File: src/rtl/pipe_hazard_ctrl.sv
// pipe_hazard_ctrl: scoreboard-based hazard controller for the 5-stage pipeline.
// Tracks results that are not yet forwardable (loads, non-pipelined multiplier)
// and drives stall / bubble / flush / freeze controls for IF, IF/ID and ID/EX.
// Optional feature macro: HAZ_PERF_EN builds the saturating stall/flush
// performance counters; without it both perf ports are tied to 0.
module pipe_hazard_ctrl #(
  parameter int NREGS    = 16,
  parameter int LOAD_LAT = 1,
  parameter int MUL_LAT  = 3,
  localparam int IW      = $clog2(NREGS)
) (
  input  logic             clk,
  input  logic             rst_n,
  input  logic             id_valid,
  input  logic [IW-1:0]    id_src_a,
  input  logic [IW-1:0]    id_src_b,
  input  logic             id_use_a,
  input  logic             id_use_b,
  input  logic [IW-1:0]    id_dest,
  input  logic             id_wr,
  input  logic             id_is_load,
  input  logic             id_is_mul,
  input  logic             ex_branch_taken,
  input  logic             mem_ready,
  output logic             stall_if,
  output logic             stall_id,
  output logic             bubble_ex,
  output logic             flush_id,
  output logic             flush_ex,
  output logic             freeze,
  output logic [NREGS-1:0] pend_mask,
  output logic             mul_busy,
  output logic [31:0]      perf_stall_cnt,
  output logic [31:0]      perf_flush_cnt
);

  localparam logic [1:0] LD_SET  = 2'(LOAD_LAT);
  localparam logic [1:0] MUL_SET = 2'(MUL_LAT);

  logic [NREGS-1:0][1:0] cnt, cnt_nxt;
  logic [1:0]            mul_cnt, mul_cnt_nxt;
  logic                  haz;
  logic                  stall_haz;
  logic                  flush_cyc;
  logic                  issue;

  // Decode pending bits and the ID-stage hazard from registered scoreboard state
  always_comb begin
    for (int i = 0; i < NREGS; i++) begin
      pend_mask[i] = (cnt[i] != 2'd0);
    end
    mul_busy = (mul_cnt != 2'd0);
    haz = id_valid & ((id_use_a & pend_mask[id_src_a]) |
                      (id_use_b & pend_mask[id_src_b]) |
                      (id_wr    & pend_mask[id_dest])  |
                      (id_is_mul & mul_busy));
  end

  // Control outputs: freeze beats flush beats hazard stall. rst_n gates them so
  // the pipe sees all-zero controls for the whole time reset is asserted.
  always_comb begin
    flush_cyc = mem_ready & ex_branch_taken;
    stall_haz = mem_ready & ~ex_branch_taken & haz;
    issue     = id_valid & mem_ready & ~ex_branch_taken & ~haz;
    freeze    = rst_n & ~mem_ready;
    stall_if  = rst_n & (~mem_ready | stall_haz);
    stall_id  = rst_n & (~mem_ready | stall_haz);
    bubble_ex = rst_n & stall_haz;
    flush_id  = rst_n & flush_cyc;
    flush_ex  = rst_n & flush_cyc;
  end

  // Next scoreboard state: age everything, then a newly issued producer
  // overrides the decrement on its own destination
  always_comb begin
    cnt_nxt     = cnt;
    mul_cnt_nxt = mul_cnt;
    if (mem_ready) begin
      for (int i = 0; i < NREGS; i++) begin
        if (cnt[i] != 2'd0) begin
          cnt_nxt[i] = cnt[i] - 2'd1;
        end
      end
      if (mul_cnt != 2'd0) begin
        mul_cnt_nxt = mul_cnt - 2'd1;
      end
      if (issue && id_wr && id_is_load) begin
        cnt_nxt[id_dest] = LD_SET;
      end else if (issue && id_wr && id_is_mul) begin
        cnt_nxt[id_dest] = MUL_SET;
      end
      if (issue && id_is_mul) begin
        mul_cnt_nxt = MUL_SET;
      end
    end
  end

  // Scoreboard registers; async reset drops every pending hazard at once
  always_ff @(posedge clk or negedge rst_n) begin
    if (!rst_n) begin
      cnt     <= '0;
      mul_cnt <= 2'd0;
    end else begin
      cnt     <= cnt_nxt;
      mul_cnt <= mul_cnt_nxt;
    end
  end

`ifdef HAZ_PERF_EN
  logic [31:0] perf_stall_q;
  logic [31:0] perf_flush_q;

  // Saturating event counters; freeze cycles are neither stalls nor flushes so they hold
  always_ff @(posedge clk or negedge rst_n) begin
    if (!rst_n) begin
      perf_stall_q <= 32'd0;
      perf_flush_q <= 32'd0;
    end else begin
      if (stall_haz && (perf_stall_q != 32'hFFFF_FFFF)) begin
        perf_stall_q <= perf_stall_q + 32'd1;
      end
      if (flush_cyc && (perf_flush_q != 32'hFFFF_FFFF)) begin
        perf_flush_q <= perf_flush_q + 32'd1;
      end
    end
  end

  assign perf_stall_cnt = perf_stall_q;
  assign perf_flush_cnt = perf_flush_q;
`else
  assign perf_stall_cnt = 32'd0;
  assign perf_flush_cnt = 32'd0;
`endif

endmodule

File: config.mk
export PLATFORM = sky130hd
export DESIGN_NAME = pipe_hazard_ctrl
export DESIGN_NICKNAME = d
export VERILOG_FILES = /design/src/rtl/pipe_hazard_ctrl.sv
export SDC_FILE = /design/constraint.sdc
export NUM_CORES = 1
export LEC_CHECK = 0
export CORE_MARGIN = 3
export CORE_UTILIZATION = 49
export CTS_CLUSTER_SIZE = 16
export DETAILED_ROUTE_END_ITERATION = 8
export GPL_TIMING_DRIVEN = 1
export PLACE_DENSITY = 0.88
export SLEW_MARGIN = 20
export SYNTH_ARGS = -nofsm -noshare
export SYNTH_HDL_FRONTEND = slang
export SYNTH_SLANG_ARGS = --single-unit
File: constraint.sdc
create_clock -name clk -period 5.3 [get_ports clk]
set_clock_uncertainty 0.15 [all_clocks]
set_input_delay 0.53 -clock clk [delete_from_list [all_inputs] [get_ports clk]]
set_output_delay 0.53 -clock clk [all_outputs]
set_load 0.005 [all_outputs]
==> out/qor.yml, run 1 <==
power:
  powerDensity_nw_per_um2: 195
  irDropWorstVdd_mv: 0.101
  p_leak_nw: 1.42
setup_path:
  path_max_fanout: 34
  reg2regPathDepth: 7
  cp-start-kind: "primary input"
  cp-end-kind: "output pin"
  criticalPathCategory: "primary input to output pin"
  arrival_ns: 3.43
  crit_required_ns: 4.62
drt:
  drt_iter0_drc: 332
  drt-vias-per-instance: 5.84
  drc_errors: 0
  drtAntennaViolNets: 0
  vias: 2557
  wl_per_cell_um: 16.5
  totalWireLength_um: 7240
  firstDrtPassIters: 5
cells_and_area:
  final_nets: 388
  fin_area_um2: 3180
  final_common_cell: "conb_1"
  final_util_pct: 56.7
  nFillCells: 520
  n_antenna_cell: 0
  syn_to_final_growth_pct: 9.95
  final_layout_size_suffix_gt1_share_pct: 9.56
  layout_common_cells: "conb_1, clkdlybuf4s50_1, dfrtp_1"
die:
  fp.dieW_um: 82.8
  ioPinCount: 109
  core_area_um2: 5610
  num_rows: 27
  start_util_pct: 51.6
  dieHeight_um: 82.8
  dieArea_um2: 6860
hold_path:
  min_path_cells: 2
  hold_path.class: "flop to flop"
global_routing:
  grt_usage_pct: 20.3
  grt_pass1_wl_um: 11400
  grt_pass1_vias: 2305
  grt_max_degree: 49
  overflow: 0
  antenna_found_initial: 0
clock_network:
  cts_max_path_buffers: 2
  post_cts_buffers: 0
  cts_tree: "done"
  clock-sinks: 34
  clk_latency_ns: 0.30
  htreeDepth: 2
  clk_pin_slew_ns: 0.07
  cts.repair.resized: 0
  cts_made_buffers: 5
  cts-root-buf: "clkbuf_8"
  cts_hold_buf: 0
place:
  hpwlAfterDp_um: 5110
  place_congestion: 0.882
  port_buffers: 44
  dpl-instance-area_um2: 3090
sta:
  worst_pin_slew_ns: 0.713
  whs_ns: 0.386
  min_period_ns: 4.11
  slew_headroom_pct: 52.5
  report.final.slew_viol_count: 0
  rsz0062_at_grt: "false"
  post-route-period-util_pct: 77.5
  tns_ns: 0
  hold_violations: 0
  max_freq_mhz: 243
  finalSetupViolCount: 0
logic_synthesis:
  synth_edf_count: 0
  ys_seq_area_share_pct: 29.4
  syn_avg_cell_area_um2: 8.61
  netlist_instances: 336
  yosys_register_bits: 34
  synthFlopType: "dfrtp_1"
  synthArstFlopShare_pct: 100
  synthDistinctLibCells: 41
  ys_warn_count: 0
  syn_area_um2: 2890
run:
  max-cap-violations: 0
status:
  status: "complete, no violations"
## cell families (layout without fill, tap and decap cells)
| kind of cell | count (synthesis) | after routing | synth area share [%] |
|---|---|---|---|
| AO/OA/AOI/OAI | 107 | 107 | 27.0 |
| buffers and inverters | 103 | 70 | 22.8 |
| AND/OR/NAND/NOR | 86 | 86 | 17.9 |
| flip-flops | 34 | 34 | 29.4 |
| multiplexers | 4 | 4 | 2.34 |
| adder cells (fa/ha/maj) | 1 | 1 | 0.433 |
| other | 1 | 64 | 0.130 |
## synth_stat cells, drive strengths merged, types with 2 or more instances
library cell  instances  area (um2)
nand2                10        37.5
o21ai                29         145
clkbuf               14        52.6
a211oi                2        15.0
or2                  10        62.6
nor3b                21         163
buf                  73         547
nor2                 11        41.3
or3b                  2        17.5
nor2b                 5        31.3
or4                   4        30.0
a21oi                26         130
mux4                  2        45.0
o2111ai               2        17.5
nor4                  3        18.8
mux2                  2        22.5
nor3                  9        45.0
o211ai                5        37.5
o41ai                32         348
dfrtp                34         851
nand3                 5        25.0
o221ai                4        35.0
a31oi                 3        18.8
inv                  16        60.1
nand3b                2        15.0
## through the flow
step	cells	setup WS (ns)	total power (W)
after global placement	430	1.27	0.000413
after detailed placement	430	1.22	0.000420
after floorplan	399	2.41	0.000401
after global routing	438	1.07	0.000652
after CTS	438	1.21	0.000618
final	438	1.19	0.000621
## critical path, cell delays in order
cell and delay [ns]:
clkdlybuf4s50_1 0.62, mux4_2 0.54, nor3b_1 0.38, a211oi_4 0.07, buf_4 0.28, nor4_1 0.37, o21bai_1 0.15, clkdlybuf4s50_1 0.47
## path summary, 6_finish.rpt
kind,slack (ns),to,startpoint
worst max-delay path,1.19,stall_if,id_src_a[0]
worst min-delay path,0.39,cnt[15]$_DFFE_PN0P_,cnt[15]$_DFFE_PN0P_
worst max register to register,1.92,cnt[30]$_DFFE_PN0P_,cnt[26]$_DFFE_PN0P_
worst min register to register,0.39,cnt[15]$_DFFE_PN0P_,cnt[15]$_DFFE_PN0P_
max in group asynchronous,4.18,cnt[11]$_DFFE_PN0P_,rst_n
min in group asynchronous,0.50,cnt[2]$_DFFE_PN0P_,rst_n
## cell type report
| cell class | instances | area, um2 | share of cell area (%) |
|---|---|---|---|
| sequential | 34 | 851 | 26.8 |
| tap | 72 | 90.1 | 2.83 |
| clock inverter | 1 | 5.00 | 0.157 |
| timing repair buffer | 46 | 455 | 14.3 |
| multi-input combinational | 262 | 1630 | 51.3 |
| clock buffer | 7 | 86.3 | 2.72 |
| inverter | 16 | 60.1 | 1.89 |
## power by group
| group | leakage, nW | switching, W | internal (W) |
|---|---|---|---|
| registers | 0.470 | 0.00000526 | 0.000268 |
| logic | 0.899 | 0.0000914 | 0.0000535 |
| clock network | 0.0482 | 0.0000979 | 0.000105 |
## state kept, by name, summed over array words and instances, names as in the netlist
name	count
mul_cnt	2
cnt	32
## metal layers
metal / track usage (%) / up-vias / share of wire [%]
li1: - / 1180 / -
met1: 26.4 / 1203 / 41
met2: 31.9 / 155 / 47
met3: 5.16 / 19 / 9.8
met4: 8.62 / 0 / 2.8
met5: 0 / - / 0
(Power assumes the default switching activity.)
==> inputs of run 2 (changes only) <==
--- a/config.mk
+++ b/config.mk
@@ -6,11 +6,11 @@
 export NUM_CORES = 1
 export LEC_CHECK = 0
 export CORE_MARGIN = 3
-export CORE_UTILIZATION = 49
+export CORE_UTILIZATION = 41
 export CTS_CLUSTER_SIZE = 16
 export DETAILED_ROUTE_END_ITERATION = 8
 export GPL_TIMING_DRIVEN = 1
-export PLACE_DENSITY = 0.88
+export PLACE_DENSITY = 0.78
 export SLEW_MARGIN = 20
 export SYNTH_ARGS = -nofsm -noshare
 export SYNTH_HDL_FRONTEND = slang
==> constraint.sdc (replaced) <==
create_clock -name clk -period 3.39 [get_ports clk]
set_clock_uncertainty 0.15 [all_clocks]
set_input_delay 0.339 -clock clk [delete_from_list [all_inputs] [get_ports clk]]
set_output_delay 0.339 -clock clk [all_outputs]
set_load 0.005 [all_outputs]
==> run 2 against run 1 <==
Via count fell by 0.90%. Largest cell class unchanged. Final area is 3.8% higher. Routed wire length grew 6.3%. Register-to-register slack got worse by 1.5 ns. Global-route usage shrank 1.8 points. Critical path type is now flop to output pin. Hold slack worse by 0.16 ns. Total power up 58%. Critical endpoint is now stall_id. Worst setup slack got worse by 1.0 ns. Die area increased by 18%. Critical path depth shrank 1. Sequential power grew 56%. Count of clock-buffer cells in the layout stayed put.
==> out/qor.yml, run 2 (synthesis results as in run 1) <==
drt:
  drc_errors: 0  # unchanged
  drt_iter0_drc: 256  # -23%
  drtAntennaViolNets: 0  # unchanged
  vias: 2534  # -0.90%
  firstDrtPassIters: 4  # -1
  totalWireLength_um: 7690  # +6.3%
  drt-vias-per-instance: 5.41  # -7.3%
  wl_per_cell_um: 16.4  # -0.50%
run:
  max-cap-violations: 0  # unchanged
sta:
  min_period_ns: 3.22
  post-route-period-util_pct: 95.0
  hold_violations: 0  # unchanged
  finalSetupViolCount: 0  # unchanged
  slew_headroom_pct: 57.9  # +5.4 points
  max_freq_mhz: 310
  tns_ns: 0  # unchanged
  worst_pin_slew_ns: 0.625  # -0.0882 ns
  rsz0062_at_grt: "false"
  report.final.slew_viol_count: 0  # unchanged
clock_network:
  cts_hold_buf: 0  # unchanged
  cts_made_buffers: 5  # unchanged
  clk_pin_slew_ns: 0.07  # about the same
  cts_max_path_buffers: 2  # unchanged
  clk_latency_ns: 0.29  # about the same
  clock-sinks: 34  # unchanged
  post_cts_buffers: 0  # unchanged
  htreeDepth: 2  # unchanged
  cts-root-buf: "clkbuf_8"
  cts_tree: "done"
setup_path:
  arrival_ns: 2.73  # -0.70 ns
  criticalPathCategory: "flop to output pin"
  crit_path_start: "cnt[24]$_DFFE_PN0P_"
  r2r_start: "cnt[24]$_DFFE_PN0P_"
  cp-end-kind: "output pin"
  crit_required_ns: 2.90  # -1.72 ns
  cp-start-kind: "flop"
  path_max_fanout: 5  # -85%
  r2r_slack_ns: 0.40  # -1.52 ns
global_routing:
  grt_usage_pct: 18.5  # -1.8 points
  grt_max_degree: 49  # unchanged
  grt_pass1_vias: 2380  # +3.3%
  antenna_found_initial: 0  # unchanged
  overflow: 0  # unchanged
  grt_pass1_wl_um: 12300  # +8.4%
cells_and_area:
  final_util_pct: 50.0  # -6.7 points
  n_antenna_cell: 0  # unchanged
  largest_registers: "cnt: 32 flops, mul_cnt: 2 flops"
  final_nets: 397  # +2.3%
  syn_to_final_growth_pct: 14.1
  top_register: "cnt"
  largest_reg_flops: 32  # unchanged
  layout_common_cells: "conb_1, clkdlybuf4s50_1, dfrtp_1"
  final_common_cell: "conb_1"
  final_layout_size_suffix_gt1_share_pct: 12.0  # +2.4 points
power:
  p_leak_nw: 1.48  # +4.4%
  powerDensity_nw_per_um2: 297  # +52%
  irDropWorstVdd_mv: 0.133  # +31%
  power_w: 0.000981  # +58%
place:
  hpwlAfterDp_um: 5720  # +12%
  place_congestion: 0.907  # +2.8%
  port_buffers: 44  # unchanged
status:
  status: "complete, no violations"
die:
  start_util_pct: 43.8  # -7.8 points
  num_rows: 29  # +7.4%
  dieHeight_um: 90.0  # +8.6%
  core_area_um2: 6600  # +18%
  dieArea_um2: 8100  # +18%
  ioPinCount: 109  # unchanged
  fp.dieW_um: 90.0  # +8.6%
hold_path:
  hold_path.class: "primary input to asynchronous set/reset pin"
==> run 2: cell count changes in the layout (fill, tap and decap cells not counted), sizes merged <==
| cell | previous run | this run |
|---|---|---|
| clkdlybuf4s50 | 44 | 43 |
| dlymetal6s2s | 0 | 1 |
| buf | 2 | 11 |
==> run 2: path summary, 6_finish.rpt <==
path,endpoint,depth (start not counted)
max,stall_id,7
min in group clk,cnt[31]$_DFFE_PN0P_,2
max reg2reg,cnt[27]$_DFFE_PN0P_,7
max in group asynchronous,cnt[31]$_DFFE_PN0P_,2
min,cnt[4]$_DFFE_PN0P_,1
min reg2reg,cnt[31]$_DFFE_PN0P_,2
==> run 2: timing repair <==
| item | in CTS | in global routing |
|---|---|---|
| hold endpoints to repair | 0 | 0 |
| resized for setup | 1 | 3 |
| setup endpoints to repair | 2 | 3 |
==> run 2: power by group <==
group | total, W | internal (W) | switching, W
Combinational | 0.000242 | 0.0000939 | 0.000148
Clock | 0.000313 | 0.000164 | 0.000149
Sequential | 0.000426 | 0.000419 | 0.00000779
==> run 2: critical path, cell delays in order (launching register included) <==
cell,delay (ns)
dfrtp_1,0.41
or2_1,0.29
mux4_2,0.49
nor3b_2,0.28
a211oi_4,0.08
nor4_2,0.28
o21bai_1,0.14
clkdlybuf4s50_1,0.46
==> run 2: per-stage QoR <==
step | cell area [um2] | worst slack (ns) | cells | hold slack [ns]
floorplan | 3130 | 0.681 | 399 | -0.107
global placement | 3190 | 0.144 | 460 | 0.352
detailed placement | 3190 | 0.131 | 460 | 0.368
CTS | 3290 | 0.0628 | 468 | 0.220
global route | 3300 | 0.0144 | 468 | 0.232
finish | 3300 | 0.169 | 468 | 0.222
==> run 2: layer usage <==
metal | wire [um] | track usage, %
met1 | 3230 | 23.4
met2 | 3640 | 31.1
met3 | 644 | 4.26
met4 | 178 | 6.51
met5 | 0 | 0
==> run 2: final cells by class <==
type                       instances  area [um2]
clock inverter                     1        5.00
fill                             645        3300
tap                               93         116
sequential                        34         851
multi-input combinational        262        1640
clock buffer                       7        86.3
inverter                          16        60.1
timing repair buffer              55         538
==> inputs of run 3 (changes only) <==
--- a/config.mk
+++ b/config.mk
@@ -5,12 +5,14 @@
 export SDC_FILE = /design/constraint.sdc
 export NUM_CORES = 1
 export LEC_CHECK = 0
+export CELL_PAD_IN_SITES_DETAIL_PLACEMENT = 0
+export CELL_PAD_IN_SITES_GLOBAL_PLACEMENT = 2
 export CORE_MARGIN = 3
-export CORE_UTILIZATION = 41
+export CORE_UTILIZATION = 23
 export CTS_CLUSTER_SIZE = 16
 export DETAILED_ROUTE_END_ITERATION = 8
 export GPL_TIMING_DRIVEN = 1
-export PLACE_DENSITY = 0.78
+export PLACE_DENSITY_LB_ADDON = 0.1
 export SLEW_MARGIN = 20
 export SYNTH_ARGS = -nofsm -noshare
 export SYNTH_HDL_FRONTEND = slang
==> run 3 against run 2 <==
Via count is essentially flat. Register-to-register slack gained 0.07 ns. Total power grew 25%. First-iteration DRC count shrank 45%. Critical endpoint is now stall_if. Global-route usage shrank 5.5 points. Sequential share of layout area shrank 1.9 points. Routed wire length grew 24%. Combinational power grew 5%. Fmax shrank 0.55%. Non-clock buffer count grew 8. Critical path type unchanged.
==> out/qor.yml, run 3 (synthesis results as in run 1) <==
clock_network:
  post_cts_buffers: 0  # unchanged
  clock-sinks: 34  # unchanged
  cts_tree: "done"
  cts_max_path_buffers: 2  # unchanged
  clk_pin_slew_ns: 0.06  # about the same
  cts-root-buf: "clkbuf_16"
  cts_made_buffers: 5  # unchanged
  clk_latency_ns: 0.28  # about the same
  htreeDepth: 2  # unchanged
  cts_hold_buf: 0  # unchanged
setup_path:
  slowest_stage: "mux4_2"
  criticalPathCategory: "flop to output pin"
  path_max_fanout: 5  # unchanged
  worstPathCellList: "or2_1 > mux4_2 > nor3b_1 > buf_4 > a211oi_4 > nor4_1 > buf_4 > o21bai_1 > clkdlybuf4s50_1"
  cp-start-kind: "flop"
  cp-end-kind: "output pin"
  arrival_ns: 2.75  # +0.02 ns
  cp_common_cell: "buf_4"
  crit_required_ns: 2.90  # about the same
  critPathMaxStageDelay_ns: 0.47  # -0.02 ns
power:
  clock_power_share_pct: 44.5  # +13 points
  pwr-share-seq_pct: 34.8  # -8.7 points
  power_switching_w: 0.000341  # +12%
  p_sw_share_pct: 27.9  # -3.2 points
  powerDensity_nw_per_um2: 343  # +15%
  combPwrFrac_pct: 20.7  # -3.9 points
  p_int_w: 0.000883  # +31%
  p_leak_nw: 1.58  # +6.5%
  power_w: 0.00122  # +25%
  irDropWorstVdd_mv: 0.185  # +39%
place:
  pre_cts_ws_ns: 0.00351  # -0.128 ns
  place_congestion: 0.781  # -14%
  hpwlAfterDp_um: 6950  # +21%
  port_buffers: 44  # unchanged
  dp_cells: 543  # +18%
sta:
  finalSetupViolCount: 0  # unchanged
  setup_ws_ns: 0.151  # -0.0180 ns
  hold_violations: 0  # unchanged
  min_period_ns: 3.24  # +0.0180 ns
  whs_ns: 0.124  # -0.0977 ns
  report.final.slew_viol_count: 0  # unchanged
  rsz0062_at_grt: "false"
  worst_pin_slew_ns: 0.671  # +0.0463 ns
  tns_ns: 0  # unchanged
  slew_headroom_pct: 54.8  # -3.1 points
  max_freq_mhz: 309  # -0.55%
  post-route-period-util_pct: 95.6  # +0.53 points
cells_and_area:
  nFillCells: 1306  # +100%
  syn_to_final_growth_pct: 23.4
  final_common_cell: "conb_1"
  top_register: "cnt"
  n_antenna_cell: 0  # unchanged
  layout_common_cells: "conb_1, clkdlybuf4s50_1, dfrtp_1"
  final_nets: 405  # +2.0%
  largest_registers: "cnt: 32 flops, mul_cnt: 2 flops"
  fin_cells: 550  # +18%
  final_layout_size_suffix_gt1_share_pct: 14.7  # +2.7 points
  largest_reg_flops: 32  # unchanged
drt:
  firstDrtPassIters: 4  # unchanged
  vias: 2535  # +0.039%
  drc_errors: 0  # unchanged
  totalWireLength_um: 9540  # +24%
  drt-vias-per-instance: 4.61  # -15%
  drtAntennaViolNets: 0  # unchanged
  wl_per_cell_um: 17.3  # +5.5%
  drt_iter0_drc: 142  # -45%
global_routing:
  grt_usage_pct: 13.0  # -5.5 points
  antenna_found_initial: 0  # unchanged
  overflow: 0  # unchanged
  grt_pass1_vias: 2294  # -3.6%
  grt_pass1_wl_um: 14000  # +14%
  grt_max_degree: 49  # unchanged
die:
  dieHeight_um: 118  # +31%
  core_area_um2: 12200  # +84%
  ioPinCount: 109  # unchanged
  num_rows: 40  # +38%
  start_util_pct: 23.8  # -20 points
  dieArea_um2: 14000  # +72%
  fp.dieW_um: 118  # +31%
status:
  status: "complete, no violations"
hold_path:
  hold_path.class: "primary input to asynchronous set/reset pin"
run:
  max-cap-violations: 0  # unchanged
[run 3: changes by cell type in the layout (fill, tap and decap cells not counted), moves of 2 or more]
cell,before,now
buf_4,10,17
dlymetal6s2s_1,1,3
clkbuf_16,0,5
or2_1,3,1
clkbuf_8,6,1
clkdlybuf4s50_1,43,41
or2_4,0,2
[run 3: final timing paths]
check / slack [ns] / endpoint / depth (start not counted) / from
max reg2reg: 0.47 / cnt[27]$_DFFE_PN0P_ / 7 / cnt[16]$_DFFE_PN0P_
max: 0.15 / stall_if / 9 / cnt[16]$_DFFE_PN0P_
min in group clk: 0.38 / cnt[1]$_DFFE_PN0P_ / 2 / cnt[1]$_DFFE_PN0P_
min reg2reg: 0.38 / cnt[1]$_DFFE_PN0P_ / 2 / cnt[1]$_DFFE_PN0P_
min: 0.12 / mul_cnt[0]$_DFFE_PN0P_ / 1 / rst_n
max in group asynchronous: 2.24 / cnt[21]$_DFFE_PN0P_ / 2 / rst_n
[run 3: area by class of cell]
type | instances | area [um2] | share of cell area, %
Clock inverter | 1 | 30.0 | 0.842
Sequential cell | 34 | 851 | 23.9
Timing Repair Buffer | 63 | 616 | 17.3
Clock buffer | 6 | 139 | 3.89
Multi-Input combinational cell | 262 | 1660 | 46.6
Tap cell | 168 | 210 | 5.89
Inverter | 16 | 60.1 | 1.68
[run 3: power by group through the flow]
stage | combinational (W) | clock (W) | sequential (W)
floorplan | 0.000195 | 0 | 0.000432
global placement | 0.000253 | 0 | 0.000433
detailed placement | 0.000253 | 0 | 0.000433
CTS | 0.000255 | 0.000555 | 0.000426
global route | 0.000287 | 0.000575 | 0.000427
finish | 0.000254 | 0.000544 | 0.000426
[run 3: what timing repair did]
item | 4_1_cts | 5_1_grt
resized for setup | 1 | 9
pin swaps | 0 | 1
setup endpoints to repair | 2 | 2
[run 3: per-layer routing]
layer | vias to the layer above | GRT usage, % | share of wire, %
met3 | 5 | 2.11 | 5.6
met4 | 0 | 2.86 | 0.82
li1 | 1210 | - | -
met5 | - | 0 | 0
met1 | 1224 | 19.7 | 49
met2 | 96 | 19.3 | 45
[run 3: per-stage QoR]
| step | area (um2) | util [%] |
|---|---|---|
| floorplan | 3130 | - |
| global placement | 3360 | 27.6 |
| detailed placement | 3360 | 27.6 |
| CTS | 3530 | 29.0 |
| global route | 3570 | 29.3 |
| finish | 3570 | 29.3 |
[run 3: critical path, delay by kind of cell (launching register included)]
family,cells,cell delay [ns]
buffers and inverters,3,0.76
and+or+nand+nor,3,0.68
muxes,1,0.47
DFF,1,0.41
AOI/OAI and AO/OA,2,0.13
